[config.mk]
export PLATFORM = sky130hd
export DESIGN_NAME = mem_port_arbiter_flat
export DESIGN_NICKNAME = d
export VERILOG_FILES = /design/src/rtl/mem_port_arbiter_if.sv /design/src/rtl/mem_port_arbiter.sv /design/src/flat_wrapper.sv
export SDC_FILE = /design/constraint.sdc
export NUM_CORES = 1
export LEC_CHECK = 0
export ABC_AREA = 1
export BUFFER_PORTS_ARGS = -buffer_cell sky130_fd_sc_hd__buf_4
export CORE_ASPECT_RATIO = 1.4
export CORE_MARGIN = 2
export CORE_UTILIZATION = 43
export CTS_CLUSTER_DIAMETER = 200
export DETAILED_ROUTE_END_ITERATION = 6
export PLACE_DENSITY = 0.77
export SETUP_SLACK_MARGIN = 0.5
export SYNTH_ARGS = -nofsm -noshare
export SYNTH_HDL_FRONTEND = slang
export SYNTH_SLANG_ARGS = --single-unit
[constraint.sdc]
create_clock -name clk_ -period 1.4 [get_ports clk_]
set_input_delay 0.07 -clock clk_ [delete_from_list [all_inputs] [get_ports clk_]]
set_output_delay 0.07 -clock clk_ [all_outputs]
set_load 0.05 [all_outputs]
[src/rtl/mem_port_arbiter_if.sv]
// mem_port_arbiter_if: bundles the IF/D requester handshakes, their results and the shared memory port.
// Latency: none, this is wiring only.
// Backpressure: none here; the arbiter's gnt pulses pace the requesters.
// Modports: slave  = the arbiter (samples requests and memory response, drives grants, results, memory port).
//           master = the surrounding core/memory (drives requests and memory response, observes the rest).
interface mem_port_arbiter_if #(
  parameter int ADDR_W = 32,
  parameter int DATA_W = 32
);
  // instruction-fetch requester
  logic              if_req_;
  logic [ADDR_W-1:0] if_addr_;
  logic              if_gnt_;
  logic              if_done_;
  logic [DATA_W-1:0] if_rdata_;
  // load/store requester
  logic              d_req_;
  logic              d_we_;
  logic [ADDR_W-1:0] d_addr_;
  logic [DATA_W-1:0] d_wdata_;
  logic              d_gnt_;
  logic              d_done_;
  logic [DATA_W-1:0] d_rdata_;
  // shared memory port and status
  logic              mem_en_;
  logic              mem_we_;
  logic [ADDR_W-1:0] mem_addr_;
  logic [DATA_W-1:0] mem_wdata_;
  logic [DATA_W-1:0] mem_rdata_;
  logic              mem_ack_;
  logic              sel_;
  logic              busy_;
  logic              timeout_err_;

  modport slave (
    input  if_req_, if_addr_,
    input  d_req_, d_we_, d_addr_, d_wdata_,
    input  mem_rdata_, mem_ack_,
    output if_gnt_, if_done_, if_rdata_,
    output d_gnt_, d_done_, d_rdata_,
    output mem_en_, mem_we_, mem_addr_, mem_wdata_,
    output sel_, busy_, timeout_err_
  );

  modport master (
    output if_req_, if_addr_,
    output d_req_, d_we_, d_addr_, d_wdata_,
    output mem_rdata_, mem_ack_,
    input  if_gnt_, if_done_, if_rdata_,
    input  d_gnt_, d_done_, d_rdata_,
    input  mem_en_, mem_we_, mem_addr_, mem_wdata_,
    input  sel_, busy_, timeout_err_
  );
endinterface

[src/rtl/mem_port_arbiter.sv]
// mem_port_arbiter: shares the single memory port between instruction fetch (IF) and load/store (D).
// Latency: gnt 1 cycle after a request seen in IDLE; done 1 cycle after mem_ack_, or MAX_WAIT cycles after gnt on abort.
// Backpressure: requesters hold a level request until their gnt pulse; one IDLE cycle separates consecutive accesses.
// Ports: clk_ (rising edge), rst_n_ (async active-low); every handshake/result/memory signal is on bus (slave modport).
//        sel_ steers the address/data mux in front of memory: 0 = IF, 1 = D. All outputs are registered.
module mem_port_arbiter #(
  parameter int ADDR_W   = 32,
  parameter int DATA_W   = 32,
  parameter int MAX_WAIT = 15   // legal 1..255
) (
  input  logic              clk_,
  input  logic              rst_n_,
  mem_port_arbiter_if.slave bus
);

  typedef enum logic [1:0] {
    IDLE   = 2'd0,
    GNT_IF = 2'd1,
    GNT_D  = 2'd2
  } state_t;

  localparam logic              OWN_IF     = 1'b0;
  localparam logic              OWN_D      = 1'b1;
  // The counter holds the number of ack-less cycles already spent; the abort
  // fires on the edge that would make it reach MAX_WAIT.
  localparam logic [7:0]        WAIT_LAST  = 8'(MAX_WAIT - 1);
  localparam logic [DATA_W-1:0] ABORT_DATA = DATA_W'(32'hDEAD_BEEF);

  state_t            state_q;
  logic              last_owner_q;
  logic [7:0]        wait_cnt_q;
  logic              if_gnt_q, if_done_q;
  logic              d_gnt_q, d_done_q;
  logic [DATA_W-1:0] if_rdata_q, d_rdata_q;
  logic              mem_en_q, mem_we_q;
  logic [ADDR_W-1:0] mem_addr_q;
  logic [DATA_W-1:0] mem_wdata_q;
  logic              sel_q, busy_q, timeout_err_q;

  logic gnt_any_d;   // some requester is asking
  logic gnt_own_d;   // who would win a grant this cycle
  logic at_limit_d;  // this grant-state cycle is the last one allowed without ack

  always_comb begin
    gnt_any_d  = bus.if_req_ | bus.d_req_;
    // Round-robin on a tie: the requester that did not own the port last time wins.
    gnt_own_d  = (bus.if_req_ & bus.d_req_) ? ~last_owner_q : bus.d_req_;
    at_limit_d = (wait_cnt_q == WAIT_LAST);
  end

  always_ff @(posedge clk_ or negedge rst_n_) begin
    if (!rst_n_) begin
      state_q       <= IDLE;
      last_owner_q  <= OWN_D;   // so IF wins the first tie
      wait_cnt_q    <= '0;
      if_gnt_q      <= 1'b0;
      if_done_q     <= 1'b0;
      d_gnt_q       <= 1'b0;
      d_done_q      <= 1'b0;
      if_rdata_q    <= '0;
      d_rdata_q     <= '0;
      mem_en_q      <= 1'b0;
      mem_we_q      <= 1'b0;
      mem_addr_q    <= '0;
      mem_wdata_q   <= '0;
      sel_q         <= 1'b0;
      busy_q        <= 1'b0;
      timeout_err_q <= 1'b0;
    end else begin
      // gnt/done are single-cycle pulses
      if_gnt_q  <= 1'b0;
      d_gnt_q   <= 1'b0;
      if_done_q <= 1'b0;
      d_done_q  <= 1'b0;

      case (state_q)
        IDLE: begin
          // mem_ack_ is deliberately not looked at here
          if (gnt_any_d) begin
            state_q      <= (gnt_own_d == OWN_D) ? GNT_D : GNT_IF;
            last_owner_q <= gnt_own_d;
            sel_q        <= gnt_own_d;
            wait_cnt_q   <= '0;
            mem_en_q     <= 1'b1;
            busy_q       <= 1'b1;
            if (gnt_own_d == OWN_D) begin
              d_gnt_q     <= 1'b1;
              mem_addr_q  <= bus.d_addr_;
              mem_wdata_q <= bus.d_wdata_;
              mem_we_q    <= bus.d_we_;
            end else begin
              if_gnt_q   <= 1'b1;
              mem_addr_q <= bus.if_addr_;
              mem_we_q   <= 1'b0;
            end
          end
        end

        GNT_IF, GNT_D: begin
          // An ack on the limit cycle still counts as a normal completion.
          if (bus.mem_ack_ || at_limit_d) begin
            state_q  <= IDLE;
            mem_en_q <= 1'b0;
            mem_we_q <= 1'b0;
            busy_q   <= 1'b0;
            if (!bus.mem_ack_) begin
              timeout_err_q <= 1'b1;
            end
            if (state_q == GNT_IF) begin
              if_done_q  <= 1'b1;
              if_rdata_q <= bus.mem_ack_ ? bus.mem_rdata_ : ABORT_DATA;
            end else begin
              d_done_q <= 1'b1;
              if (!bus.mem_ack_) begin
                d_rdata_q <= ABORT_DATA;
              end else if (!mem_we_q) begin
                d_rdata_q <= bus.mem_rdata_;   // stores leave the last load value alone
              end
            end
          end else begin
            wait_cnt_q <= wait_cnt_q + 8'd1;
          end
        end

        default: state_q <= IDLE;
      endcase
    end
  end

  assign bus.if_gnt_      = if_gnt_q;
  assign bus.if_done_     = if_done_q;
  assign bus.if_rdata_    = if_rdata_q;
  assign bus.d_gnt_       = d_gnt_q;
  assign bus.d_done_      = d_done_q;
  assign bus.d_rdata_     = d_rdata_q;
  assign bus.mem_en_      = mem_en_q;
  assign bus.mem_we_      = mem_we_q;
  assign bus.mem_addr_    = mem_addr_q;
  assign bus.mem_wdata_   = mem_wdata_q;
  assign bus.sel_         = sel_q;
  assign bus.busy_        = busy_q;
  assign bus.timeout_err_ = timeout_err_q;

endmodule

[src/flat_wrapper.sv]
// flat-port wrapper written by rule: the top's interface ports become plain ports
module mem_port_arbiter_flat 
#(
  parameter int ADDR_W   = 32,
  parameter int DATA_W   = 32,
  parameter int MAX_WAIT = 15                  
)
  (clk_, rst_n_, bus_if_req_, bus_if_addr_, bus_d_req_, bus_d_we_, bus_d_addr_, bus_d_wdata_, bus_mem_rdata_, bus_mem_ack_, bus_if_gnt_, bus_if_done_, bus_if_rdata_, bus_d_gnt_, bus_d_done_, bus_d_rdata_, bus_mem_en_, bus_mem_we_, bus_mem_addr_, bus_mem_wdata_, bus_sel_, bus_busy_, bus_timeout_err_);
  mem_port_arbiter_if #(.ADDR_W(ADDR_W), .DATA_W(DATA_W)) bus_i ();
  input  logic clk_;
  input  logic rst_n_;
  input wire logic [$bits(bus_i.if_req_)-1:0] bus_if_req_;
  input wire logic [$bits(bus_i.if_addr_)-1:0] bus_if_addr_;
  input wire logic [$bits(bus_i.d_req_)-1:0] bus_d_req_;
  input wire logic [$bits(bus_i.d_we_)-1:0] bus_d_we_;
  input wire logic [$bits(bus_i.d_addr_)-1:0] bus_d_addr_;
  input wire logic [$bits(bus_i.d_wdata_)-1:0] bus_d_wdata_;
  input wire logic [$bits(bus_i.mem_rdata_)-1:0] bus_mem_rdata_;
  input wire logic [$bits(bus_i.mem_ack_)-1:0] bus_mem_ack_;
  output wire logic [$bits(bus_i.if_gnt_)-1:0] bus_if_gnt_;
  output wire logic [$bits(bus_i.if_done_)-1:0] bus_if_done_;
  output wire logic [$bits(bus_i.if_rdata_)-1:0] bus_if_rdata_;
  output wire logic [$bits(bus_i.d_gnt_)-1:0] bus_d_gnt_;
  output wire logic [$bits(bus_i.d_done_)-1:0] bus_d_done_;
  output wire logic [$bits(bus_i.d_rdata_)-1:0] bus_d_rdata_;
  output wire logic [$bits(bus_i.mem_en_)-1:0] bus_mem_en_;
  output wire logic [$bits(bus_i.mem_we_)-1:0] bus_mem_we_;
  output wire logic [$bits(bus_i.mem_addr_)-1:0] bus_mem_addr_;
  output wire logic [$bits(bus_i.mem_wdata_)-1:0] bus_mem_wdata_;
  output wire logic [$bits(bus_i.sel_)-1:0] bus_sel_;
  output wire logic [$bits(bus_i.busy_)-1:0] bus_busy_;
  output wire logic [$bits(bus_i.timeout_err_)-1:0] bus_timeout_err_;
  assign bus_i.if_req_ = bus_if_req_;
  assign bus_i.if_addr_ = bus_if_addr_;
  assign bus_i.d_req_ = bus_d_req_;
  assign bus_i.d_we_ = bus_d_we_;
  assign bus_i.d_addr_ = bus_d_addr_;
  assign bus_i.d_wdata_ = bus_d_wdata_;
  assign bus_i.mem_rdata_ = bus_mem_rdata_;
  assign bus_i.mem_ack_ = bus_mem_ack_;
  assign bus_if_gnt_ = bus_i.if_gnt_;
  assign bus_if_done_ = bus_i.if_done_;
  assign bus_if_rdata_ = bus_i.if_rdata_;
  assign bus_d_gnt_ = bus_i.d_gnt_;
  assign bus_d_done_ = bus_i.d_done_;
  assign bus_d_rdata_ = bus_i.d_rdata_;
  assign bus_mem_en_ = bus_i.mem_en_;
  assign bus_mem_we_ = bus_i.mem_we_;
  assign bus_mem_addr_ = bus_i.mem_addr_;
  assign bus_mem_wdata_ = bus_i.mem_wdata_;
  assign bus_sel_ = bus_i.sel_;
  assign bus_busy_ = bus_i.busy_;
  assign bus_timeout_err_ = bus_i.timeout_err_;
  mem_port_arbiter #(.ADDR_W(ADDR_W), .DATA_W(DATA_W), .MAX_WAIT(MAX_WAIT)) u_core (.clk_(clk_), .rst_n_(rst_n_), .bus(bus_i));
endmodule
==> qor.csv, run 1 <==
stage,metric,value,unit
outcome,status,aborted with a tool error,
outcome,outcome.stop_stage,global routing (5_1_grt),
outcome,first-error,"[ERROR DPL-0038] Utilization greater than 100%, impossible to legalize",
sta,worst_endpoint,u_core.bus.d_rdata_[20]$_DFFE_PN0P_/D,
yosys,synth_cell_types,27,
die,std_cell_rows,51,
die,die_h,145.8,um
grt,grt_max_degree,40,
yosys,post_synth_inst_count,680,
yosys,postSynthAreaPerCell,9.080,sq um
yosys,synth-warning-count,0,
clock_tree,ctsHtreeMaxLevel,4,
die,boundary_pin_count,271,
die,initial_utilization,0.4418,
clock_tree,numCtsBuffers,17,
yosys,synth-seq-cells,147,
clock_tree,clock-sinks,147,
die,dieWidth,105.3,um
sta,type_of_pin_the_worst_path_ends_at,register input,
placed_design,dpl.hpwl,12700,um
yosys,ys_seq_area_frac,0.5959,
placed_design,io_buffers,270,
placed_design,placement.cell_area,8660,sq um
clock_tree,cts_buffer_depth,2,
placed_design,numPlacedInstances,1142,
yosys,synth_fp_nets,819,
placed_design,dp_slack,-121.5,ps
yosys,synth.cell_area,6175,sq um
clock_tree,root_buffer,sky130_fd_sc_hd__clkbuf_16,
placed_design,place_congestion,0.8764,
[cells by family after synthesis]
kind of cell	Yosys count	share of synthesized area
AND/OR/NAND/NOR	367	0.2322
buffers and inverters	48	0.04336
flip-flops	147	0.5959
adder cells (fa/ha/maj)	5	0.01013
AO/OA/AOI/OAI	111	0.1155
XOR/XNOR	2	0.002837
[cells in the mapped netlist]
library cell	n	area [sq um]
sky130_fd_sc_hd__a21oi_1	2	10.01
sky130_fd_sc_hd__a21oi_2	1	8.760
sky130_fd_sc_hd__buf_1	3	11.26
sky130_fd_sc_hd__buf_2	6	30.03
sky130_fd_sc_hd__buf_4	1	7.510
sky130_fd_sc_hd__buf_6	10	112.6
sky130_fd_sc_hd__clkbuf_1	12	45.04
sky130_fd_sc_hd__clkbuf_2	1	5.000
sky130_fd_sc_hd__dfrtp_1	146	3654
sky130_fd_sc_hd__dfstp_2	1	26.28
sky130_fd_sc_hd__ha_1	5	62.56
sky130_fd_sc_hd__inv_1	14	52.55
sky130_fd_sc_hd__inv_2	1	3.750
sky130_fd_sc_hd__nand2_1	279	1047
sky130_fd_sc_hd__nand2_2	3	18.77
sky130_fd_sc_hd__nand3_1	20	100.1
sky130_fd_sc_hd__nand3_2	1	10.01
sky130_fd_sc_hd__nand3_4	1	17.52
sky130_fd_sc_hd__nor2_1	62	232.7
sky130_fd_sc_hd__nor3b_1	1	7.510
sky130_fd_sc_hd__o21ai_0	41	205.2
sky130_fd_sc_hd__o21ai_1	28	140.1
sky130_fd_sc_hd__o21ai_2	36	315.3
sky130_fd_sc_hd__o21bai_1	2	15.01
sky130_fd_sc_hd__o21bai_4	1	18.77
sky130_fd_sc_hd__xnor2_1	1	8.760
sky130_fd_sc_hd__xor2_1	1	8.760
[what timing repair did]
action | in CTS
pin swaps | 54
buffers inserted | 69
cloned | 22
hold endpoints to repair | 276
hold buffers | 131
setup endpoints to repair | 284
gates resized for setup | 307
[stage by stage]
stage / utilization / hold WS, ps / TNS, ps
after floorplan: - / -225.6 / -2688
after global placement: 0.6197 / 18.87 / -2426
after detailed placement: 0.6197 / 18.32 / -4845
after CTS: 0.9085 / 38.92 / -7945
==> run 2: changes to the inputs <==
--- a/config.mk
+++ b/config.mk
@@ -7,13 +7,10 @@
 export LEC_CHECK = 0
 export ABC_AREA = 1
 export BUFFER_PORTS_ARGS = -buffer_cell sky130_fd_sc_hd__buf_4
-export CORE_ASPECT_RATIO = 1.4
 export CORE_MARGIN = 2
-export CORE_UTILIZATION = 43
-export CTS_CLUSTER_DIAMETER = 200
+export CORE_UTILIZATION = 40
 export DETAILED_ROUTE_END_ITERATION = 6
-export PLACE_DENSITY = 0.77
-export SETUP_SLACK_MARGIN = 0.5
+export PLACE_DENSITY_LB_ADDON = 0.15
 export SYNTH_ARGS = -nofsm -noshare
 export SYNTH_HDL_FRONTEND = slang
 export SYNTH_SLANG_ARGS = --single-unit
==> constraint.sdc (replaced) <==
create_clock -name clk_ -period 1.82 [get_ports clk_]
set_input_delay 0.091 -clock clk_ [delete_from_list [all_inputs] [get_ports clk_]]
set_output_delay 0.091 -clock clk_ [all_outputs]
set_load 0.05 [all_outputs]
==> run 2 against run 1 <==
The flow now finishes without violations; synthesized cell count is the same; area after synthesis is the same.
==> qor.csv, run 2 <==
stage,metric,value,unit
yosys,post_synth_inst_count,680,
worst_setup_path,critical_path_required,2110,ps
detailed_routing,detail_route.wl_per_cell,15.53,um
finish,final.fill_count,1127,
die,floorplan.core_area,15150,sq um
placed_design,numPlacedInstances,1121,
die,initial_utilization,0.4077,
worst_setup_path,crit_fanout,64,
grt,grt_pass1_vias,6272,
clock_tree,path_clk_slew,60,ps
sta,fmaxAchievable,0.6160,GHz
clock_tree,clock-sinks,147,
grt,groute.usage.overall,0.2440,
clock_tree,numCtsBuffers,17,
grt,sum_of_overflow_across_all_layers_after_global_routing,0,
grt,grt_max_degree,65,
placed_design,io_buffers,270,
worst_setup_path,crit_path_end_kind,flop,
yosys,post_synth_most_frequent_cells,"sky130_fd_sc_hd__nand2_1 (279), sky130_fd_sc_hd__dfrtp_1 (146), sky130_fd_sc_hd__nor2_1 (62)",
min_path,worstHoldPathCells,3,
min_path,min_to,u_core.bus.mem_addr_[31],
power,vdd_ir_max,1229,uV
die,die_h,128.2,um
detailed_routing,number_of_nets_with_antenna_violations_after_routing,0,
detailed_routing,detail_route.wirelength.met1,8165,um
sta,slew_violations,0,
detailed_routing,first_iteration_detailed_routing_drc_count,370,
grt,global_route_wire_length_before_repair,31350,um
worst_setup_path,rr_endpoint,u_core.bus.d_rdata_[28],
worst_setup_path,worst_path_max_delay_cell,sky130_fd_sc_hd__dfrtp_1,
worst_setup_path,regToRegStartpoint,u_core.wait_cnt_q[0],
yosys,synth_cell_types,27,
placed_design,dpl.hpwl,11940,um
sta,setup-tns-final,0,ps
yosys,synth_top_area_frac,0.5917,
yosys,synth_edf_count,0,
finish,antennaDiodeCount,0,
flow_run,maxCapViolations,0,
finish,layout.cells.most_common,sky130_fd_sc_hd__buf_4,
grt,initial_antenna_violation_count,0,
yosys,postSynthAreaPerCell,9.080,sq um
sta,finClkSkew,9.105,ps
power,cellLeakagePower,5.299,nW
clock_tree,cts_resized,0,
die,design.die.area,16450,sq um
worst_setup_path,path_depth,8,
worst_setup_path,crit_start,u_core.wait_cnt_q[0],
finish,finalNetCount,1220,
yosys,netlist_top_cells_area,"sky130_fd_sc_hd__dfrtp_1 (59%), sky130_fd_sc_hd__nand2_1 (17%), sky130_fd_sc_hd__o21ai_2 (5.1%), sky130_fd_sc_hd__nor2_1 (3.8%), sky130_fd_sc_hd__o21ai_0 (3.3%)",
yosys,ys_seq_area_frac,0.5959,
worst_setup_path,worst-path-buf-inv,2,
sta,max_slew.worst_pin.slew,533.5,ps
sta,worst_slack_setup_final,196.6,ps
clock_tree,ctsHtreeMaxLevel,4,
clock_tree,cts_buffer_depth,2,
min_path,hold_class,input pin to flop,
detailed_routing,wirelength,19870,um
yosys,synth-seq-cells,147,
worst_setup_path,arrival,1910,ps
die,dieWidth,128.2,um
clock_tree,number_of_hold_buffers_added_after_cts,129,
clock_tree,root_buffer,sky130_fd_sc_hd__clkbuf_16,
outcome,status,finished clean,
detailed_routing,top_layer,met4,
worst_setup_path,crit_path_cell_trace,"inv_1, ha_1, nand3_2, o21bai_4, nand3_4, buf_12, nand2_1, o21ai_2",
yosys,synth_fp_nets,819,
detailed_routing,route.vias.total,6212,
yosys,synth.cell_area,6175,sq um
power,powerDensity,2048,nW/um^2
sta,rsz0062_at_grt,false,
die,std_cell_rows,45,
clock_tree,tritoncts,done,
placed_design,dp_slack,234.2,ps
worst_setup_path,reg2regPathDepth,8,
sta,timing.slew.headroom,0.6443,
finish,layout-drive-gt1-share,0.3306,
clock_tree,worst_skew_pair.late_latency,410,ps
worst_setup_path,critPathMaxStageDelay,410,ps
worst_setup_path,setup_cp_type,flop to flop,
die,boundary_pin_count,271,
finish,layout.cells.non_filler,1280,
yosys,synth-warning-count,0,
detailed_routing,met3RoutedLength,1573,um
yosys,synth_ff_type,sky130_fd_sc_hd__dfrtp_1,
min_path,hold_start,bus_if_addr_[31],
detailed_routing,vias_per_cell,4.853,
worst_setup_path,critical_path.top_delay_family,flip-flops,
placed_design,place_congestion,0.7907,
yosys,postSynth.asyncResetShare,1.000,
detailed_routing,detailed_route_wirelength_on_metal2,9565,um
finish,flow.area_growth_from_synthesis,67.32,%
sta,setup_viol,0,
sta,layout_min_cycle_time,1623,ps
finish,most-common-layout-cells,"sky130_fd_sc_hd__buf_4 (280), sky130_fd_sc_hd__nand2_1 (279), sky130_fd_sc_hd__dfrtp_1 (146), sky130_fd_sc_hd__dlygate4sd3_1 (129), sky130_fd_sc_hd__nor2_1 (62)",
detailed_routing,drtPass1Iterations,5,
worst_setup_path,crit_path_start_kind,flop,
yosys,synth.largest_area_cell,sky130_fd_sc_hd__dfrtp_1,
clock_tree,post-cts-setup-buffer-count,0,
sta,timing_hold_violations_final,0,
worst_setup_path,r2r_slack,200,ps
detailed_routing,drc,0,
sta,fin_crit_sh,0.8920,
yosys,synth.most_common_cell,sky130_fd_sc_hd__nand2_1,
run 2: cell counts after synthesis:
Identical to the previous run, type by type.
run 2: metal layers:
metal / track usage / vias to the layer above
met5: 0 / -
met4: 0.1060 / 0
met3: 0.06970 / 39
met2: 0.4061 / 285
met1: 0.2961 / 2911
li1: - / 2977
run 2: cell families (layout without fill, tap and decap cells):
logic type	after synthesis	count (layout)	synth area share
AOI/OAI and AO/OA	111	111	0.1155
xor gates and xnor gates	2	2	0.002837
buffers and inverters	48	460	0.04336
adders and majority gates	5	5	0.01013
and+or+nand+nor	367	367	0.2322
DFF	147	147	0.5959
run 2: cell type report:
cell class / instances / area (sq um) / share of cell area
Sequential cell: 147 / 3680 / 0.3562
Timing Repair Buffer: 415 / 3505 / 0.3392
Clock inverter: 7 / 120.1 / 0.01163
Multi-Input combinational cell: 485 / 2227 / 0.2156
Inverter: 15 / 56.30 / 0.005450
Tap cell: 188 / 235.2 / 0.02277
Clock buffer: 23 / 508.0 / 0.04917
run 2: worst register-to-register path, stage by stage (launching register included):
cell                       delay (ps)
sky130_fd_sc_hd__dfrtp_1          410
sky130_fd_sc_hd__inv_1             90
sky130_fd_sc_hd__ha_1             150
sky130_fd_sc_hd__nand3_2           90
sky130_fd_sc_hd__o21bai_4         230
sky130_fd_sc_hd__nand3_4          100
sky130_fd_sc_hd__buf_12           200
sky130_fd_sc_hd__nand2_1          190
sky130_fd_sc_hd__o21ai_2           50
run 2: how the worst max path moves through the flow:
stage | end | slack, ps
after floorplan | u_core.bus.if_rdata_[29] | 330
after global placement | u_core.bus.d_rdata_[30] | 270
after detailed placement | u_core.bus.d_rdata_[19] | 230
after CTS | u_core.bus.d_rdata_[24] | 220
after global routing | u_core.bus.d_rdata_[24] | 70
final | u_core.bus.d_rdata_[28] | 200
run 2: metrics by stage:
step | util | cell area (sq um) | total power (W) | hold WS, ps
6_report | 0.6821 | 10330 | 0.02115 | 23.57
5_1_grt | 0.6821 | 10330 | 0.02223 | 9.870
4_1_cts | 0.6821 | 10330 | 0.02117 | 15.36
3_5_place_dp | 0.5554 | 8412 | 0.01715 | 91.88
3_3_place_gp | 0.5554 | 8412 | 0.01704 | 88.33
2_1_floorplan | - | 6175 | 0.01355 | -204.6
run 2: power by group:
| part | internal (W) | leakage [nW] | switching [W] |
|---|---|---|---|
| Combinational | 0.00342 | 3.18 | 0.00828 |
| Clock | 0.00237 | 0.308 | 0.00135 |
| Sequential | 0.00482 | 1.81 | 0.000922 |
No activity file was read; power rests on OpenSTA's default activity.
==> run 3: changes to the inputs <==
--- a/config.mk
+++ b/config.mk
@@ -5,10 +5,10 @@
 export SDC_FILE = /design/constraint.sdc
 export NUM_CORES = 1
 export LEC_CHECK = 0
-export ABC_AREA = 1
 export BUFFER_PORTS_ARGS = -buffer_cell sky130_fd_sc_hd__buf_4
 export CORE_MARGIN = 2
 export CORE_UTILIZATION = 40
+export CTS_CLUSTER_DIAMETER = 200
 export DETAILED_ROUTE_END_ITERATION = 6
 export PLACE_DENSITY_LB_ADDON = 0.15
 export SYNTH_ARGS = -nofsm -noshare
==> run 3 against run 2 <==
Register-to-register slack worse by 150 ps; critical endpoint is now u_core.bus.d_rdata_[11]; setup slack got worse by 150 ps; area after synthesis is 0.77% lower; clock power down 10%; hold slack lost 20 ps; critical path type unchanged; via count shrank 6.9%; count of clock-buffer cells in the layout fell by 3; critical path depth shrank 1; die area is 0.75% lower; cell count down 11%; sequential power grew 1%; first-iteration DRC count rose by 1.9%.
==> qor.csv, run 3 <==
stage,metric,value,unit
yosys,synth_top_area_frac,0.5963,
outcome,status,finished clean,
yosys,synth-warning-count,0,
detailed_routing,number_of_nets_with_antenna_violations_after_routing,0,
clock_tree,tritoncts,done,
worst_setup_path,critical_path_required,2150,ps
flow_run,maxCapViolations,0,
die,initial_utilization,0.4061,
clock_tree,worst_skew_pair.late_latency,410,ps
grt,fraction_of_met2_tracks_used_by_global_routing,0.4030,
grt,sum_of_overflow_across_all_layers_after_global_routing,0,
power,cellLeakagePower,5.037,nW
yosys,postSynthAreaPerCell,11.56,sq um
grt,gr-usage-met1,0.2909,
sta,finClkSkew,10.50,ps
grt,grt_util_met3,0.06886,
detailed_routing,first_iteration_detailed_routing_drc_count,377,
finish,layout.cells.most_common,sky130_fd_sc_hd__buf_4,
yosys,synth_cell_types,52,
sta,max_slew.worst_pin.slew,631.7,ps
yosys,synth.cell_area,6127,sq um
finish,antennaDiodeCount,0,
finish,flow.area_growth_from_synthesis,68.76,%
grt,grt_pass1_vias,6006,
worst_setup_path,crit_path_cell_trace,"inv_1, ha_1, nand4b_1, nor3_2, o21a_2, buf_12, a2bb2oi_1",
detailed_routing,wirelength,19700,um
die,boundary_pin_count,271,
clock_tree,root_buffer,sky130_fd_sc_hd__clkbuf_16,
sta,setup_viol,0,
placed_design,place_congestion,0.7816,
min_path,hold_class,input pin to flop,
detailed_routing,route.vias.total,5786,
worst_setup_path,critical_path.top_delay_family,simple AND/OR/NAND/NOR gates,
grt,grt_max_degree,61,
sta,fmaxAchievable,0.5654,GHz
sta,slew_violations,0,
sta,fin_crit_sh,0.9717,
finish,finalNetCount,1072,
detailed_routing,drtPass1Iterations,7,
sta,whs,3.741,ps
clock_tree,ctsHtreeMaxLevel,4,
worst_setup_path,setup_cp_type,flop to flop,
worst_setup_path,worst_path_max_delay_cell,sky130_fd_sc_hd__dfrtp_1,
sta,timing_hold_violations_final,0,
yosys,synth_fp_nets,669,
yosys,netlist_top_cells_area,"sky130_fd_sc_hd__dfrtp_1 (60%), sky130_fd_sc_hd__nand2_1 (7.8%), sky130_fd_sc_hd__a2bb2oi_2 (4.9%), sky130_fd_sc_hd__a2bb2oi_1 (4.0%), sky130_fd_sc_hd__mux2i_1 (3.6%)",
yosys,synth-seq-cells,147,
finish,layout-drive-gt1-share,0.3890,
sta,layout_min_cycle_time,1769,ps
power,p_total,0.02126,W
die,std_cell_rows,45,
sta,timing.slew.headroom,0.5760,
yosys,synth.largest_area_cell,sky130_fd_sc_hd__dfrtp_1,
clock_tree,clock-sinks,147,
yosys,post_synth_most_frequent_cells,"sky130_fd_sc_hd__dfrtp_1 (146), sky130_fd_sc_hd__nand2_1 (127), sky130_fd_sc_hd__nor2_1 (31)",
sta,rsz0062_at_grt,true,
worst_setup_path,critPathMaxStageDelay,380,ps
die,dieWidth,127.8,um
grt,groute.usage.overall,0.2412,
worst_setup_path,worst-path-buf-inv,2,
finish,layout.cells.non_filler,1134,
finish,final.fill_count,1086,
placed_design,numPlacedInstances,972,
grt,grt-busiest-layer,met2,
worst_setup_path,crit_path_end_kind,flop,
clock_tree,cts_buffer_depth,2,
yosys,postSynth.asyncResetShare,1.000,
placed_design,placement.cell_area,8392,sq um
worst_setup_path,crit_fanout,24,
die,design.die.area,16320,sq um
power,powerDensity,2056,nW/um^2
yosys,synth_edf_count,0,
yosys,post_synth_inst_count,530,
power,vdd_ir_max,1081,uV
worst_setup_path,arrival,2100,ps
yosys,synth_ff_type,sky130_fd_sc_hd__dfrtp_1,
detailed_routing,vias_per_cell,5.102,
placed_design,io_buffers,270,
worst_setup_path,crit_path_start_kind,flop,
grt,initial_antenna_violation_count,0,
clock_tree,numCtsBuffers,17,
die,die_h,127.8,um
grt,global_route_wire_length_before_repair,30700,um
placed_design,dpl.hpwl,12400,um
die,floorplan.core_area,15090,sq um
clock_tree,path_clk_slew,60,ps
yosys,synth.most_common_cell,sky130_fd_sc_hd__dfrtp_1,
finish,area_of_all_placed_cells_without_fillers,10340,sq um
finish,most-common-layout-cells,"sky130_fd_sc_hd__buf_4 (284), sky130_fd_sc_hd__dfrtp_1 (146), sky130_fd_sc_hd__nand2_1 (127), sky130_fd_sc_hd__dlygate4sd3_1 (127), sky130_fd_sc_hd__nor2_1 (28)",
detailed_routing,drc,0,
yosys,ys_seq_area_frac,0.6006,
detailed_routing,detail_route.wl_per_cell,17.37,um
==> run 3: cell count changes in the layout (fill, tap and decap cells not counted), moves of 12 or more <==
| cell | delta |
|---|---|
| sky130_fd_sc_hd__o21ai_2 | -36 |
| sky130_fd_sc_hd__a222oi_1 | +12 |
| sky130_fd_sc_hd__a2bb2oi_2 | +25 |
| sky130_fd_sc_hd__nand2_1 | -152 |
| sky130_fd_sc_hd__mux2i_1 | +22 |
| sky130_fd_sc_hd__o21ai_0 | -18 |
| sky130_fd_sc_hd__a32o_1 | +17 |
| sky130_fd_sc_hd__nor2_1 | -34 |
| sky130_fd_sc_hd__a2bb2oi_1 | +23 |
| sky130_fd_sc_hd__o21ai_1 | -27 |
| sky130_fd_sc_hd__nand3_1 | -18 |
==> run 3: kinds of logic (layout without fill, tap and decap cells) <==
family	after synthesis	in the layout	synth area share
fa+ha+maj	5	5	0.01021
flops	147	147	0.6006
mux	22	22	0.03594
compound gates	122	122	0.1824
simple gates	178	178	0.1199
buf+inv	56	472	0.05105
==> run 3: routing by layer <==
metal	share of wire	up-vias	routed length, um
li1	-	2681	-
met1	0.40	2799	7950
met2	0.49	266	9721
met3	0.073	40	1439
met4	0.030	0	589
met5	0	-	0
==> run 3: layout make-up <==
| class | count | area, sq um | share of cell area |
|---|---|---|---|
| Multi-Input combinational cell | 327 | 2225 | 0.2152 |
| Inverter | 21 | 78.83 | 0.007623 |
| Clock inverter | 12 | 103.9 | 0.01004 |
| Sequential cell | 147 | 3680 | 0.3559 |
| Timing Repair Buffer | 419 | 3551 | 0.3434 |
| Tap cell | 188 | 235.2 | 0.02275 |
| Clock buffer | 20 | 466.7 | 0.04514 |
==> run 3: worst paths after layout <==
| kind | from | endpoint | slack (ps) | depth (start not counted) |
|---|---|---|---|---|
| max | u_core.wait_cnt_q[0] | u_core.bus.d_rdata_[11] | 50 | 7 |
| min in group asynchronous | rst_n_ | u_core.bus.d_rdata_[26] | 200 | 2 |
| min reg2reg | u_core.bus.mem_wdata_[5] | u_core.bus.mem_wdata_[5] | 470 | 2 |
| max in group asynchronous | rst_n_ | u_core.bus.mem_wdata_[27] | 940 | 3 |
| max reg2reg | u_core.wait_cnt_q[0] | u_core.bus.d_rdata_[11] | 50 | 7 |
| min | bus_d_addr_[6] | u_core.bus.mem_addr_[6] | 4 | 3 |
==> run 3: stage by stage <==
stage	TNS, ps	setup slack (ps)	util
2_1_floorplan	0	81.03	-
3_3_place_gp	-87.96	-66.83	0.5561
3_5_place_dp	-1703	-141.0	0.5561
4_1_cts	0	23.82	0.6791
5_1_grt	-643.5	-60.47	0.6852
6_report	0	51.42	0.6852
==> run 3: power by group <==
group	switching [W]	total (W)	internal, W
logic	0.00809	0.0121	0.00402
clock network	0.00136	0.00334	0.00199
registers	0.00102	0.00581	0.00479
==> run 3: worst register-to-register path, delay by kind of cell, from the launching register on <==
family,cells,cell delay [ps]
and+or+nand+nor,2,450
AOI/OAI and AO/OA,2,410
DFF,1,380
adders and majority gates,1,190
buffers and inverters,2,260
==> run 3: what timing repair did <==
item,in CTS,in global routing
endpoints found under the setup margin,21,49
buffers inserted,1,1
gates resized for setup,2,12
pin swaps,1,1
endpoints found under the hold margin,165,0
hold buffers,127,0
cloned,0,1
==> run 4: changes to the inputs <==
--- a/config.mk
+++ b/config.mk
@@ -7,8 +7,9 @@
 export LEC_CHECK = 0
 export BUFFER_PORTS_ARGS = -buffer_cell sky130_fd_sc_hd__buf_4
 export CORE_MARGIN = 2
-export CORE_UTILIZATION = 40
+export CORE_UTILIZATION = 41
 export CTS_CLUSTER_DIAMETER = 200
+export CTS_CLUSTER_SIZE = 16
 export DETAILED_ROUTE_END_ITERATION = 6
 export PLACE_DENSITY_LB_ADDON = 0.15
 export SYNTH_ARGS = -nofsm -noshare
==> run 4 against run 3 <==
The flow now finishes with violations (negative hold slack); sequential share of layout area is 0.13 points higher; critical path type unchanged; power is 0.49% higher; utilization is 2.1 points higher; flip-flop and latch count stayed put; clock power is 6.3% higher; final area is 0.36% lower; critical path depth is 1 lower; largest cell class unchanged; sequential power hardly changed; highest routed layer unchanged; first-iteration DRC count is 22% lower; critical endpoint is now u_core.bus.mem_we_; combinational power hardly changed; cell count is 0.35% lower.
==> qor.csv, run 4 (synthesis results as in run 3) <==
stage,metric,value,unit
outcome,status,"complete, but fails checks",
outcome,violations_in_the_final_reports,negative hold slack,
detailed_routing,detail_route.wl_per_cell,17.27,um
worst_setup_path,arrival,2050,ps
sta,max_slew.worst_pin.slew,479.0,ps
finish,layout.cells.most_common,sky130_fd_sc_hd__buf_4,
finish,most-common-layout-cells,"sky130_fd_sc_hd__buf_4 (287), sky130_fd_sc_hd__dfrtp_1 (146), sky130_fd_sc_hd__nand2_1 (127), sky130_fd_sc_hd__dlygate4sd3_1 (126), sky130_fd_sc_hd__nor2_1 (30)",
sta,fmaxAchievable,0.5737,GHz
die,die_h,126.2,um
sta,finClkSkew,8.295,ps
detailed_routing,number_of_nets_with_antenna_violations_after_routing,0,
grt,grt_pass1_vias,5994,
sta,whs,-24.06,ps
flow_run,maxCapViolations,0,
power,netSwitchingFraction,0.4865,
power,p_sw,0.01039,W
worst_setup_path,crit_fanout,7,
detailed_routing,vias_per_cell,5.126,
detailed_routing,wirelength,19520,um
die,dieWidth,126.2,um
grt,global_route_wire_length_before_repair,30710,um
min_path,hold_class,input pin to flop,
sta,timing.slew.headroom,0.6795,
finish,layout-drive-gt1-share,0.3827,
clock_tree,worst_skew_pair.late_latency,420,ps
placed_design,dpl.hpwl,12450,um
worst_setup_path,critical_path_required,2130,ps
die,floorplan.core_area,14590,sq um
clock_tree,numCtsBuffers,17,
die,design.die.area,15940,sq um
finish,antennaDiodeCount,0,
die,std_cell_rows,44,
clock_tree,root_buffer,sky130_fd_sc_hd__clkbuf_16,
sta,slew_violations,0,
power,combPwrFrac,0.563,
clock_tree,path_clk_slew,60,ps
sta,layout_min_cycle_time,1743,ps
clock_tree,tritoncts,done,
die,boundary_pin_count,271,
placed_design,place_congestion,0.8429,
worst_setup_path,crit_path_end_kind,flop,
power,cellLeakagePower,5.045,nW
detailed_routing,drc,0,
grt,initial_antenna_violation_count,0,
power,vdd_ir_max,1420,uV
worst_setup_path,r2r_slack,80,ps
detailed_routing,drtPass1Iterations,5,
power,cellInternalPower,0.01097,W
grt,grt_max_degree,48,
sta,timing_hold_violations_final,1,
sta,setup_viol,0,
placed_design,io_buffers,270,
worst_setup_path,crit_path_start_kind,flop,
finish,flow.area_growth_from_synthesis,68.14,%
sta,fin_crit_sh,0.9577,
power,powerDensity,2073,nW/um^2
power,power.share.clock,0.166,
clock_tree,clock-sinks,147,
detailed_routing,route.vias.total,5792,
power,pwr-share-seq,0.271,
clock_tree,ctsHtreeMaxLevel,4,
detailed_routing,first_iteration_detailed_routing_drc_count,294,
power,p_total,0.02136,W
grt,groute.usage.overall,0.2425,
clock_tree,cts_buffer_depth,2,
grt,sum_of_overflow_across_all_layers_after_global_routing,0,
die,initial_utilization,0.4200,
finish,finalNetCount,1072,
worst_setup_path,setup_cp_type,flop to flop,
==> run 4: cell count changes in the layout (fill, tap and decap cells not counted), sizes merged <==
cell | previous run | this run
buf | 291 | 293
bufinv | 1 | 2
clkbuf | 21 | 23
clkinv | 7 | 6
clkinvlp | 3 | 2
dlygate4sd3 | 127 | 126
inv | 22 | 20
==> run 4: what timing repair did <==
action,in CTS,in global routing
setup endpoints to repair,1,90
hold buffers,126,0
buffers inserted,0,2
hold endpoints to repair,166,0
gates cloned,0,0
pin swaps,0,3
resized for setup,1,7
==> run 4: critical path, stage by stage (launching register included) <==
cell and delay [ps]:
sky130_fd_sc_hd__dfrtp_1 350, sky130_fd_sc_hd__inv_1 80, sky130_fd_sc_hd__ha_4 160, sky130_fd_sc_hd__nor3b_1 150, sky130_fd_sc_hd__nor2_1 380, sky130_fd_sc_hd__o21ai_0 240
sky130_fd_sc_hd__a32o_1 260
==> run 4: routing by layer <==
| layer | share of wire | global-route usage | vias up |
|---|---|---|---|
| li1 | - | - | 2671 |
| met1 | 0.40 | 0.2960 | 2781 |
| met2 | 0.48 | 0.3975 | 289 |
| met3 | 0.079 | 0.06882 | 51 |
| met4 | 0.040 | 0.1164 | 0 |
| met5 | 0 | 0 | - |
==> run 4: worst paths after layout <==
path                                            from                         to  cells past startpoint
max                                u_core.state_q[1]         u_core.bus.mem_we_                      6
min                                       bus_d_req_        u_core.last_owner_q                      4
max reg2reg                        u_core.state_q[1]         u_core.bus.mem_we_                      6
min reg2reg                u_core.bus.mem_wdata_[12]  u_core.bus.mem_wdata_[12]                      2
max in group asynchronous                     rst_n_    u_core.bus.if_rdata_[3]                      3
min in group asynchronous                     rst_n_    u_core.bus.d_rdata_[27]                      2
==> run 4: power groups by stage <==
stage                     registers (W)  clock network [W]  logic (W)
after floorplan                  0.0107                  0    0.00299
after global placement          0.00575                  0     0.0115
after detailed placement        0.00579                  0     0.0117
after CTS                       0.00579            0.00359     0.0119
after global routing            0.00597            0.00373     0.0126
final                           0.00579            0.00355     0.0120
==> run 4: through the flow <==
step / cells / setup TNS (ps) / instance area, sq um / utilization / setup slack, ps
2_1_floorplan: 530 / 0 / 6127 / - / 81.03
3_3_place_gp: 970 / 0 / 8389 / 0.5750 / 19.40
3_5_place_dp: 970 / -37.63 / 8389 / 0.5750 / -37.63
4_1_cts: 1128 / 0 / 10260 / 0.7034 / 5.948
5_1_grt: 1130 / -2.873 / 10300 / 0.7062 / -2.873
6_report: 1130 / 0 / 10300 / 0.7062 / 76.99
==> run 4: layout make-up <==
type,instances,area [sq um]
fill,1000,4287
clock buffer,23,508.0
timing repair buffer,419,3518
multi-input combinational,327,2185
sequential,147,3680
tap,184,230.2
inverter,21,81.33
clock inverter,9,100.1
